$ cat src/rtl/ay_pkg.sv
// Shared types and helpers for the AY-3-8500 paddle controller.
// Holds the channel state encoding and the saturating position step.
package ay_pkg;

    typedef enum logic [1:0] {
        IDLE,
        COUNT,
        FIRED
    } paddle_state_t;

    localparam int POS_W = 9;

    // One extra bit catches borrow on decrement and overshoot on increment.
    function automatic logic [POS_W-1:0] sat_step(
        input logic [POS_W-1:0] pos,
        input logic [POS_W-1:0] step,
        input logic             dec,
        input logic [POS_W-1:0] pmax
    );
        logic [POS_W:0] sum;
        if (dec) begin
            sum = {1'b0, pos} - {1'b0, step};
            sat_step = sum[POS_W] ? '0 : sum[POS_W-1:0];
        end else begin
            sum = {1'b0, pos} + {1'b0, step};
            sat_step = (sum > {1'b0, pmax}) ? pmax : sum[POS_W-1:0];
        end
    endfunction

endpackage

$ cat src/rtl/ay_paddle_channel.sv
// One player channel: source select, position register,
// line counter and the pin-sequencing state machine.
module ay_paddle_channel
    import ay_pkg::*;
#(
    parameter int POS_MAX    = 255,
    parameter int POS_CENTER = 128,
    parameter int STEP_SLOW  = 5,
    parameter int STEP_FAST  = 8,
    parameter int DEADZONE   = 8
) (
    input  logic             clk_sys,
    input  logic             reset,
    input  logic             vs_ev,
    input  logic             hs_ev,
    input  logic             fast,
    input  logic             analog_en,
    input  logic             up,
    input  logic             down,
    input  logic [7:0]       ana_y,
    output logic             pin,
    output logic [POS_W-1:0] pos
);

    paddle_state_t    state, state_d;
    logic [POS_W-1:0] cnt, cnt_d;
    logic [POS_W-1:0] pos_d;
    logic             pin_d;
    logic [7:0]       y_abs;
    logic [9:0]       ana_sum;
    logic [POS_W-1:0] step;
    logic             use_ana;

    // Magnitude of -128 is 128, which still fits the unsigned byte.
    assign y_abs   = ana_y[7] ? 8'(-ana_y) : ana_y;
    assign use_ana = analog_en && (y_abs >= 8'(DEADZONE));
    assign ana_sum = 10'(POS_CENTER) + {{2{ana_y[7]}}, ana_y};
    assign step    = fast ? POS_W'(STEP_FAST) : POS_W'(STEP_SLOW);

    always_comb begin
        pos_d = pos;
        if (vs_ev) begin
            if (use_ana) begin
                if (ana_sum[9])
                    pos_d = '0;
                else if (ana_sum > 10'(POS_MAX))
                    pos_d = POS_W'(POS_MAX);
                else
                    pos_d = ana_sum[POS_W-1:0];
            end else if (up && !down) begin
                pos_d = sat_step(pos, step, 1'b1, POS_W'(POS_MAX));
            end else if (down && !up) begin
                pos_d = sat_step(pos, step, 1'b0, POS_W'(POS_MAX));
            end
        end
    end

    always_ff @(posedge clk_sys or negedge reset) begin
        if (!reset) begin
            state <= IDLE;
            cnt   <= '0;
            pos   <= POS_W'(POS_CENTER);
            pin   <= 1'b1;
        end else begin
            state <= state_d;
            cnt   <= cnt_d;
            pos   <= pos_d;
            pin   <= pin_d;
        end
    end

    // The old position is latched here; pos_d lands a frame later.
    always_comb begin
        state_d = state;
        cnt_d   = cnt;
        unique case (1'b1)
            vs_ev: begin
                cnt_d   = pos;
                state_d = (pos == '0) ? FIRED : COUNT;
            end
            hs_ev && (state == COUNT): begin
                cnt_d = cnt - POS_W'(1);
                if (cnt == POS_W'(1))
                    state_d = FIRED;
            end
            default: ;
        endcase
    end

    always_comb begin
        pin_d = (state_d != COUNT);
    end

endmodule

$ cat src/rtl/ay_paddle_ctrl.sv
// Frame-synchronous paddle controller: sync registers, edge detect
// and the frame tick, feeding one channel per player.
module ay_paddle_ctrl
    import ay_pkg::*;
#(
    parameter int POS_MAX    = 255,
    parameter int POS_CENTER = 128,
    parameter int STEP_SLOW  = 5,
    parameter int STEP_FAST  = 8,
    parameter int DEADZONE   = 8
) (
    input  logic       clk_sys,
    input  logic       reset,
    input  logic       sync_h_n,
    input  logic       sync_v_n,
    input  logic       fast,
    input  logic       analog_en,
    input  logic [1:0] up,
    input  logic [1:0] down,
    input  logic [7:0] ana_y0,
    input  logic [7:0] ana_y1,
    output logic       lp_in,
    output logic       rp_in,
    output logic [8:0] pos0,
    output logic [8:0] pos1,
    output logic       frame_tick
);

    logic sv_q, sh_q;
    logic vs_ev, hs_ev;
    logic vs_fall, hs_fall;

    assign vs_fall = sv_q & ~sync_v_n;
    assign hs_fall = sh_q & ~sync_h_n;

    // A coincident hsync edge is dropped so the fresh load is not decremented.
    always_ff @(posedge clk_sys or negedge reset) begin
        if (!reset) begin
            sv_q       <= 1'b1;
            sh_q       <= 1'b1;
            vs_ev      <= 1'b0;
            hs_ev      <= 1'b0;
            frame_tick <= 1'b0;
        end else begin
            sv_q       <= sync_v_n;
            sh_q       <= sync_h_n;
            vs_ev      <= vs_fall;
            hs_ev      <= hs_fall & ~vs_fall;
            frame_tick <= vs_ev;
        end
    end

    ay_paddle_channel #(
        .POS_MAX    (POS_MAX),
        .POS_CENTER (POS_CENTER),
        .STEP_SLOW  (STEP_SLOW),
        .STEP_FAST  (STEP_FAST),
        .DEADZONE   (DEADZONE)
    ) u_ch0 (
        .clk_sys   (clk_sys),
        .reset     (reset),
        .vs_ev     (vs_ev),
        .hs_ev     (hs_ev),
        .fast      (fast),
        .analog_en (analog_en),
        .up        (up[0]),
        .down      (down[0]),
        .ana_y     (ana_y0),
        .pin       (lp_in),
        .pos       (pos0)
    );

    ay_paddle_channel #(
        .POS_MAX    (POS_MAX),
        .POS_CENTER (POS_CENTER),
        .STEP_SLOW  (STEP_SLOW),
        .STEP_FAST  (STEP_FAST),
        .DEADZONE   (DEADZONE)
    ) u_ch1 (
        .clk_sys   (clk_sys),
        .reset     (reset),
        .vs_ev     (vs_ev),
        .hs_ev     (hs_ev),
        .fast      (fast),
        .analog_en (analog_en),
        .up        (up[1]),
        .down      (down[1]),
        .ana_y     (ana_y1),
        .pin       (rp_in),
        .pos       (pos1)
    );

endmodule

$ cat config.mk
export PLATFORM = sky130hd
export DESIGN_NAME = ay_paddle_ctrl
export DESIGN_NICKNAME = d
export VERILOG_FILES = /design/src/rtl/ay_pkg.sv /design/src/rtl/ay_paddle_channel.sv /design/src/rtl/ay_paddle_ctrl.sv
export SDC_FILE = /design/constraint.sdc
export NUM_CORES = 1
export LEC_CHECK = 0
export ABC_AREA = 1
export BUFFER_PORTS_ARGS = -buffer_cell sky130_fd_sc_hd__buf_2
export CAP_MARGIN = 20
export CORE_MARGIN = 2
export CORE_UTILIZATION = 25
export DETAILED_ROUTE_END_ITERATION = 7
export PLACE_DENSITY = 0.43
export SKIP_LAST_GASP = 1
export SLEW_MARGIN = 20
export SYNTH_ARGS = -nofsm -noshare
export SYNTH_HDL_FRONTEND = slang
export SYNTH_SLANG_ARGS = --single-unit
$ cat constraint.sdc
create_clock -name clk_sys -period 1.7 [get_ports clk_sys]
set_clock_uncertainty 0.15 [all_clocks]
set_input_delay 0 -clock clk_sys [delete_from_list [all_inputs] [get_ports clk_sys]]
set_output_delay 0 -clock clk_sys [all_outputs]
set_load 0.02 [all_outputs]
# Yosys cells after proc, flatten, opt, wreduce, memory -nomap -nowiden
# Index checks and enable logic that the tools add are counted.
# totals
register_bits,47
input_bits,26
# classes
n_addsub,10
magnitude_cmp,6
eq_ne,6
muxes,25
n_bitwise,6
reduce_logical,20
# op_table
cell,count
two-way mux 9 bit,14
greater-than comparator 10 x 8 -> 1 bit (second input constant),4
case mux 9 bit (2 select lines),2
adder 9 x 8 -> 10 bit (first input constant),2
== test 9 x 1 -> 1 bit (second input constant),2
logical NOT 9 bit,2
subtractor 9 x 1 -> 9 bit (second input constant),2
greater-or-equal comparator 8 x 4 -> 1 bit (second input constant),2
two-way mux 8 bit,2
negator 8 bit,2
adder 9 x 4 -> 10 bit,1
adder 9 x 9 -> 10 bit,1
subtractor 9 x 4 -> 10 bit,1
subtractor 9 x 9 -> 10 bit,1
logical AND 1 bit,8
two-way mux 2 bit,4
case mux 2 bit (2 select lines),2
nonzero test 3 bit,2
== test 2 x 1 -> 1 bit (second input constant),2
logical NOT 1 bit,4
two-way mux 4 bit,1
inequality test 2 x 1 -> 1 bit (second input constant),2
AND reduction 2 bit,2
nonzero test 2 bit,2
2 further kinds,6

# Logic depth before layout (Yosys ltp)
# Gate-level depths: netlist of the first run.
# logic_depth
depth_word,7
mapped_depth,16
mapped_depth_nobuf,15

# Hierarchy
# Synthesis of the first run repeated with hierarchy kept, for this count alone.
# unflattened
hier_cells,562
hier_area_um2,3757.4
# modules_own_cells
mod,n_inst,cells_per_inst,area_per_inst_um2,seq_area_each_um2
ay_paddle_channel,2,276,1804.2,528.0
ay_paddle_ctrl,1,10,148.9,127.6

# Worst setup path after synthesis of the first run
# OpenSTA, ideal clock, no wires.
# synth_path
kind,register to register
from,register u_ch0.pos[3]
to,register u_ch0.pos[5]
setup_ns,0.116
t_arrival_ns,1.672
slack_ns,-0.238
stages_incl_launch_ff,12
n_path_buf,0
synth_period_minus_slack_ns,1.938
path_cell_list,dfrtp_1 ha_1 inv_2 nand3_1 nand2_2 nand2_1 nand2_2 nand3_2 nand2_4 nand4_1 nand2_1 nand2_1
# synth_via
elab_chain_cells,6
elab_cells_between_ends,8
classes_between,add/sub (2); order compare (1); mux (5)
# synth_rtl
element,line,text
from (decl),ay_paddle_channel.sv:22,output logic [POS_W-1:0] pos
from (signal assigned),ay_paddle_channel.sv:62,pos <= POS_W'(POS_CENTER);
from (signal assigned),ay_paddle_channel.sv:67,pos <= pos_d;
adder 9 x 4 -> 10 bit,--,
greater-than comparator 10 x 8 -> 1 bit,--,
two-way mux 9 bit,ay_pkg.sv:26,"sat_step = (sum > {1'b0, pmax}) ? pmax : sum[POS_W-1:0];"
two-way mux 9 bit,ay_paddle_channel.sv:52,end else if (down && !up) begin
two-way mux 9 bit (*),ay_paddle_channel.sv:50,end else if (up && !down) begin
two-way mux 9 bit (*),ay_paddle_channel.sv:43,if (use_ana) begin
# Every way passes the cells marked *; elsewhere a longest branch is shown, timed or not. The select of a mux whose other input is x is not followed.
# A chain may end at the register's enable or synchronous reset.

# Worst setup path in the final report of the first run
# layout_path
from,register u_ch1.pos[3]
to,register u_ch1.pos[0]
# layout_via
elab_chain_cells,6
elab_cells_between_ends,8
classes_between,add/sub (2); order compare (1); mux (5)
# layout_rtl
element,line
from (decl),ay_paddle_channel.sv:22
from (signal assigned),ay_paddle_channel.sv:62
from (signal assigned),ay_paddle_channel.sv:67
adder 9 x 9 -> 10 bit,--
greater-than comparator 10 x 8 -> 1 bit,--
two-way mux 9 bit,ay_pkg.sv:26
two-way mux 9 bit,ay_paddle_channel.sv:52
two-way mux 9 bit (*),ay_paddle_channel.sv:50
two-way mux 9 bit (*),ay_paddle_channel.sv:43
# Marks and branches as above.

==> impl_metrics.ini, run 1 <==
[setup_path]
start_kind = flip-flop
critical_path_class = flip-flop to flip-flop
cp-end-kind = flip-flop
r2r_cells = 12
r2r-end = u_ch1.pos[0]
reg2reg_setup_slack_ns = -0.20
reg2reg_from = u_ch1.pos[3]
arrival_ns = 1.96
cp_max_fo = 8
cp.required_ns = 1.76

[global_route]
grt_max_degree = 48
grt_pass1_wl_um = 20030
antenna_found_initial = 0
grt_use_total = 0.1487
grt_pass1_vias = 4112
grt_overflow = 0

[sta]
rsz0062_at_grt = true
setup_slack_ns = -0.2018
period_share = 1.119
setup_viol = 18
worst_pin_slew_ns = 0.3867
finalHoldViolations = 0
fmax_ghz = 0.5258
hold-worst-slack_ns = 0.03862
slew_headroom = 0.7419
maxSlewViolCount = 0
period_minus_slack_ns = 1.902

[logic_synthesis]
synth_nets = 640
synth_simple_gate_area_frac = 0.4008
synth-edff-count = 0
synth_largest_area_cell = dfrtp_1
yosysMostFrequentCell = nand2_1
synth_top_family_by_area = simple AND/OR/NAND/NOR gates
synthTopCellsByCount = 177 x nand2_1, 71 x inv_1, 57 x nand3_1
synthMuxAreaShare = 0
synth.top_cell.area_share = 0.2563
yosys_warnings = 0
async_flop_share = 1.000
seq_area_frac_synth = 0.2957
avgSynthCellArea_um2 = 6.773
synth_seq_cells = 47
synth_area_um2 = 4003
ys_top_cells_by_area = dfrtp_1 26%, nand2_1 17%, ha_1 7.2%
synth-xor-area-share = 0.02188
synthAdderAreaFrac = 0.07190
synthDistinctLibCells = 42
synth_compound_area_frac = 0.09659
syn_inst = 591
synth_flop_cell = dfrtp_1

[cts]
cts.sinks = 47
cts_tree = built
cts_max_path_buffers = 2
path_clk_slew_ns = 0.08
cts-root-buf = clkbuf_16
cts_buffers = 5
clk_latency_ns = 0.31
cts.htree.levels = 2

[route]
ant_nets = 0
initialDrtViolationCount = 238
wl_per_cell_um = 12.79
wirelength_um = 12320
drc = 0
num_vias = 4274
viasPerCell = 4.438
first_pass_iters = 4

[die]
io_pins = 47
die_w_um = 130.5
dieArea_um2 = 17040
die_h_um = 130.5
rows = 46
start_util = 0.2538
core_area_um2 = 15770

[final_layout]
register_area_um2 = 1191
syn2layout_area_growth_pct = 47.23
multi_input_area_um2 = 2728
drive_above_1_share = 0.3641
num_antenna_cells = 0
fillers = 1712
nets = 795

[placed_design]
numPortBuffers = 46
place_congestion = 0.8684
dp_hpwl_um = 9205

[power_and_ir_drop]
p_per_area_nw_per_um2 = 1170
p_leak_nw = 2.978
ir_drop_mv = 0.4428
total_power_w = 0.006893

[outcome]
status = finished with violations
violations = setup timing

[job]
cap_viol_max_count = 0

[worst_hold_path]
holdPathStages = 6
hold_class = input port to flip-flop
hold_path_end = u_ch0.pos[1]
min_from = analog_en
worst max-delay path, stage by stage (launching register included):
cell	delay, ns
dfrtp_2	0.46
ha_4	0.34
inv_4	0.04
a21oi_2	0.12
o21ai_2	0.08
nand2_1	0.10
nand2_2	0.07
nand2_4	0.11
nand2_1	0.06
nand2_1	0.07
nand3_1	0.08
nand2_1	0.07
nand2_1	0.04
power by group:
part           internal (W)  total, W  leakage [nW]  switching [W]
clock              0.000702   0.00123        0.0804       0.000530
combinational       0.00181   0.00394          2.33        0.00213
sequential          0.00142   0.00172         0.570       0.000296
total               0.00394   0.00689          2.98        0.00296
cells in the final DEF (no fill, tap or decap), drive strengths merged, types with 2 or more instances in the layout:
cell / Yosys / layout
a21oi: 19 / 19
buf: 13 / 144
clkbuf: 3 / 5
dfrtp: 41 / 41
dfstp: 6 / 6
dlygate4sd3: 0 / 20
ha: 23 / 23
inv: 83 / 84
nand2: 194 / 194
nand3: 63 / 63
nand3b: 3 / 3
nand4: 21 / 21
nor2: 51 / 51
nor3: 16 / 16
o211ai: 8 / 8
o21ai: 21 / 21
o21bai: 3 / 3
o221ai: 4 / 4
o22ai: 2 / 2
xnor2: 2 / 2
xor2: 8 / 8
registers in the layout, summed over array words and instances, names as in the netlist:
register     cells
frame_tick       1
u_ch1.state      2
u_ch1.pos        9
u_ch0.cnt        9
u_ch0.pin        1
sh_q             1
u_ch1.pin        1
u_ch0.state      2
u_ch0.pos        9
vs_ev            1
u_ch1.cnt        9
hs_ev            1
sv_q             1
logic make-up (layout without fill, tap and decap cells):
logic type,after synthesis,in the layout
AND/OR/NAND/NOR,350,350
AO/OA/AOI/OAI,61,61
flip-flops,47,47
XOR/XNOR,10,10
buffers and inverters,100,256
adder cells (fa/ha/maj),23,23
how the worst max path moves through the flow:
stage                       startpoint      endpoint  slack, ns  cells past startpoint
after global routing      u_ch1.pos[2]  u_ch1.pos[5]      -0.33                     10
after CTS                 u_ch1.pos[2]  u_ch1.pos[3]      -0.20                     10
final                     u_ch1.pos[3]  u_ch1.pos[0]      -0.20                     12
after detailed placement  u_ch1.pos[3]  u_ch1.pos[3]      -0.24                     12
after global placement    u_ch1.pos[0]  u_ch1.pos[4]      -0.27                     13
after floorplan           u_ch1.pos[3]  u_ch1.pos[1]      -0.17                     13
through the flow:
step	area, um^2	setup slack, ns	setup TNS, ns	utilization	instances
after global routing	5893	-0.3319	-4.897	0.3737	963
after global placement	5089	-0.2690	-3.007	0.3227	921
after CTS	5731	-0.1962	-2.646	0.3634	961
after floorplan	4078	-0.1745	-2.257	-	591
final	5893	-0.2018	-2.621	0.3737	963
after detailed placement	5089	-0.2382	-3.073	0.3227	921
what timing repair did:
action / CTS / global route
setup endpoints to repair: 18 / 29
endpoints found under the hold margin: 67 / 0
setup buffers: 12 / 3
pin swaps: 32 / 43
gates resized for setup: 41 / 40
hold buffers: 20 / 0
cloned: 0 / 0
metal layers:
metal,vias up,part of all wire,global-route usage,routed length (um)
li1,2224,-,-,-
met1,1967,0.50,0.2059,6169
met5,-,0,0,0
met3,6,0.036,0.02565,446
met2,77,0.45,0.2442,5590
met4,0,0.0090,0.03191,111
final cells by class:
cell class,instances,share of cell area
inverter,84,0.05478
tap,216,0.04586
multi-input combinational,444,0.4628
sequential,47,0.2021
timing repair buffer,164,0.2053
clock buffer,5,0.02123
clock inverter,3,0.007856
Power figures use the tool's default switching activity.
==> run 2: changes to the inputs <==
--- a/config.mk
+++ b/config.mk
@@ -9,5 +9,5 @@
 export BUFFER_PORTS_ARGS = -buffer_cell sky130_fd_sc_hd__buf_2
 export CAP_MARGIN = 20
-export CORE_MARGIN = 2
+export CORE_MARGIN = 10
 export CORE_UTILIZATION = 25
 export DETAILED_ROUTE_END_ITERATION = 7
==> constraint.sdc (replaced) <==
create_clock -name clk_sys -period 1.7 [get_ports clk_sys]
set_clock_uncertainty 0.15 [all_clocks]
set_input_delay 0.34 -clock clk_sys [delete_from_list [all_inputs] [get_ports clk_sys]]
set_output_delay 0.34 -clock clk_sys [all_outputs]
set_load 0.02 [all_outputs]
==> run 2 against run 1 <==
Against the previous run: the flow still finishes with violations (setup timing); register-to-register slack hardly changed; largest power group unchanged; worst hold slack better by 0.096 ns; sequential cell count did not move; maximum frequency about the same; sequential share of layout area rose by 0.28 points; non-clock buffer count down 11; global-route usage fell by 3.0 points.
==> impl_metrics.ini, run 2 (synthesis results as in run 1) <==
[outcome]
status = finished with violations
violations = setup timing

[final_layout]
fillers = 1728
register_area_um2 = 1191
final_area_um2 = 5813
mostFrequentLayoutCell = nand2_1
multi_input_area_um2 = 2744
layout.cells.non_filler = 952
drive_above_1_share = 0.3832
nets = 784
syn2layout_area_growth_pct = 45.23
num_antenna_cells = 0
mostFrequentLayoutCells = 156 x nand2_1, 95 x buf_4, 63 x inv_1, 48 x nand3_1, 45 x buf_2

[cts]
path_clk_slew_ns = 0.08
cts_tree = built
cts_max_path_buffers = 2
clk_latency_ns = 0.31
cts.sinks = 47
cts_buffers = 5
cts-root-buf = clkbuf_16
cts.htree.levels = 2

[sta]
period_share = 1.119
period_minus_slack_ns = 1.902
worst_pin_slew_ns = 0.4116
setup_tns_ns = -2.377
maxSlewViolCount = 0
rsz0062_at_grt = true
setup_slack_ns = -0.2020
fmax_ghz = 0.5258
hold-worst-slack_ns = 0.1351
slew_headroom = 0.7253
finalHoldViolations = 0
setup_viol = 18

[setup_path]
slowest_stage = dfrtp_2
start_kind = flip-flop
path_cells = ha_4, inv_2, a21oi_2, o21ai_2, nand2_1, nand2_2, nand2_4, nand3b_1, nand2_1, nand2_1, nand2_1, nand2_1
critical_path_class = flip-flop to flip-flop
cp.required_ns = 1.76
max_stage_delay_ns = 0.45
reg2reg_setup_slack_ns = -0.20
cp_max_fo = 8
cp-end-kind = flip-flop
arrival_ns = 1.96
cp_common_cell = nand2_1

[placed_design]
dp_hpwl_um = 9874
place_inst = 930
numPortBuffers = 46
place_congestion = 0.8633
dpl-instance-area_um2 = 5140

[worst_hold_path]
hold_class = input port to flip-flop

[power_and_ir_drop]
ir_drop_mv = 0.5653
total_power_w = 0.006851
p_leak_nw = 2.940
p_per_area_nw_per_um2 = 1179

[global_route]
grt_overflow = 0
antenna_found_initial = 0
grt_use_total = 0.1182
grt_pass1_wl_um = 21270
grt_max_degree = 48
grt_pass1_vias = 4350

[die]
dieArea_um2 = 21470
rows = 46
die_w_um = 146.5
die_h_um = 146.5
core_area_um2 = 15770
start_util = 0.2538
io_pins = 47

[route]
ant_nets = 0
wirelength_um = 12650
viasPerCell = 4.512
num_vias = 4295
wl_per_cell_um = 13.29
drc = 0
initialDrtViolationCount = 228
first_pass_iters = 5

[job]
cap_viol_max_count = 0
[run 2: cell type report]
class / count / share of cell area
multi-input combinational: 444 / 0.4720
sequential: 47 / 0.2049
timing repair buffer: 153 / 0.1905
inverter: 84 / 0.05618
tap: 216 / 0.04649
clock buffer: 6 / 0.02389
clock inverter: 2 / 0.006027
[run 2: routing by layer]
metal / share of wire / vias to the layer above / GRT usage
met5: 0 / - / 0
met1: 0.49 / 1987 / 0.1568
met2: 0.46 / 90 / 0.1893
met3: 0.038 / 11 / 0.02472
met4: 0.013 / 0 / 0.03303
li1: - / 2207 / -
[run 2: where the power goes]
group	leakage, nW	internal (W)	switching, W
logic	2.28	0.00178	0.00215
registers	0.570	0.00142	0.000274
clock network	0.0868	0.000734	0.000490
[run 2: what timing repair did]
action                     CTS  global route
gates cloned                 0             0
buffers inserted             7             4
hold buffers                 3             0
hold endpoints to repair    43             0
pin swaps                   32            27
setup endpoints to repair   18            27
resized for setup           45            54
[run 2: critical path: cells and delay by family (launching register included)]
kind / cells / cell delay [ns]
buffers and inverters: 1 / 0.05
AOI/OAI and AO/OA: 2 / 0.21
and+or+nand+nor: 8 / 0.60
adders and majority gates: 1 / 0.33
DFF: 1 / 0.45
[run 2: final timing paths]
path / from / to / cells after the start
max: u_ch1.pos[3] / u_ch1.pos[1] / 12
min: ana_y1[7] / u_ch1.pos[7] / 4
max reg2reg: u_ch1.pos[3] / u_ch1.pos[1] / 12
min reg2reg: sv_q / vs_ev / 2
max in group asynchronous: reset / sv_q / 3
min in group asynchronous: reset / u_ch1.pos[3] / 3
[run 2: through the flow]
step	utilization	setup slack, ns
after floorplan	-	-0.2268
after global placement	0.3259	-0.5514
after detailed placement	0.3259	-0.5762
after CTS	0.3550	-0.2260
after global routing	0.3686	-0.3376
final	0.3686	-0.2020
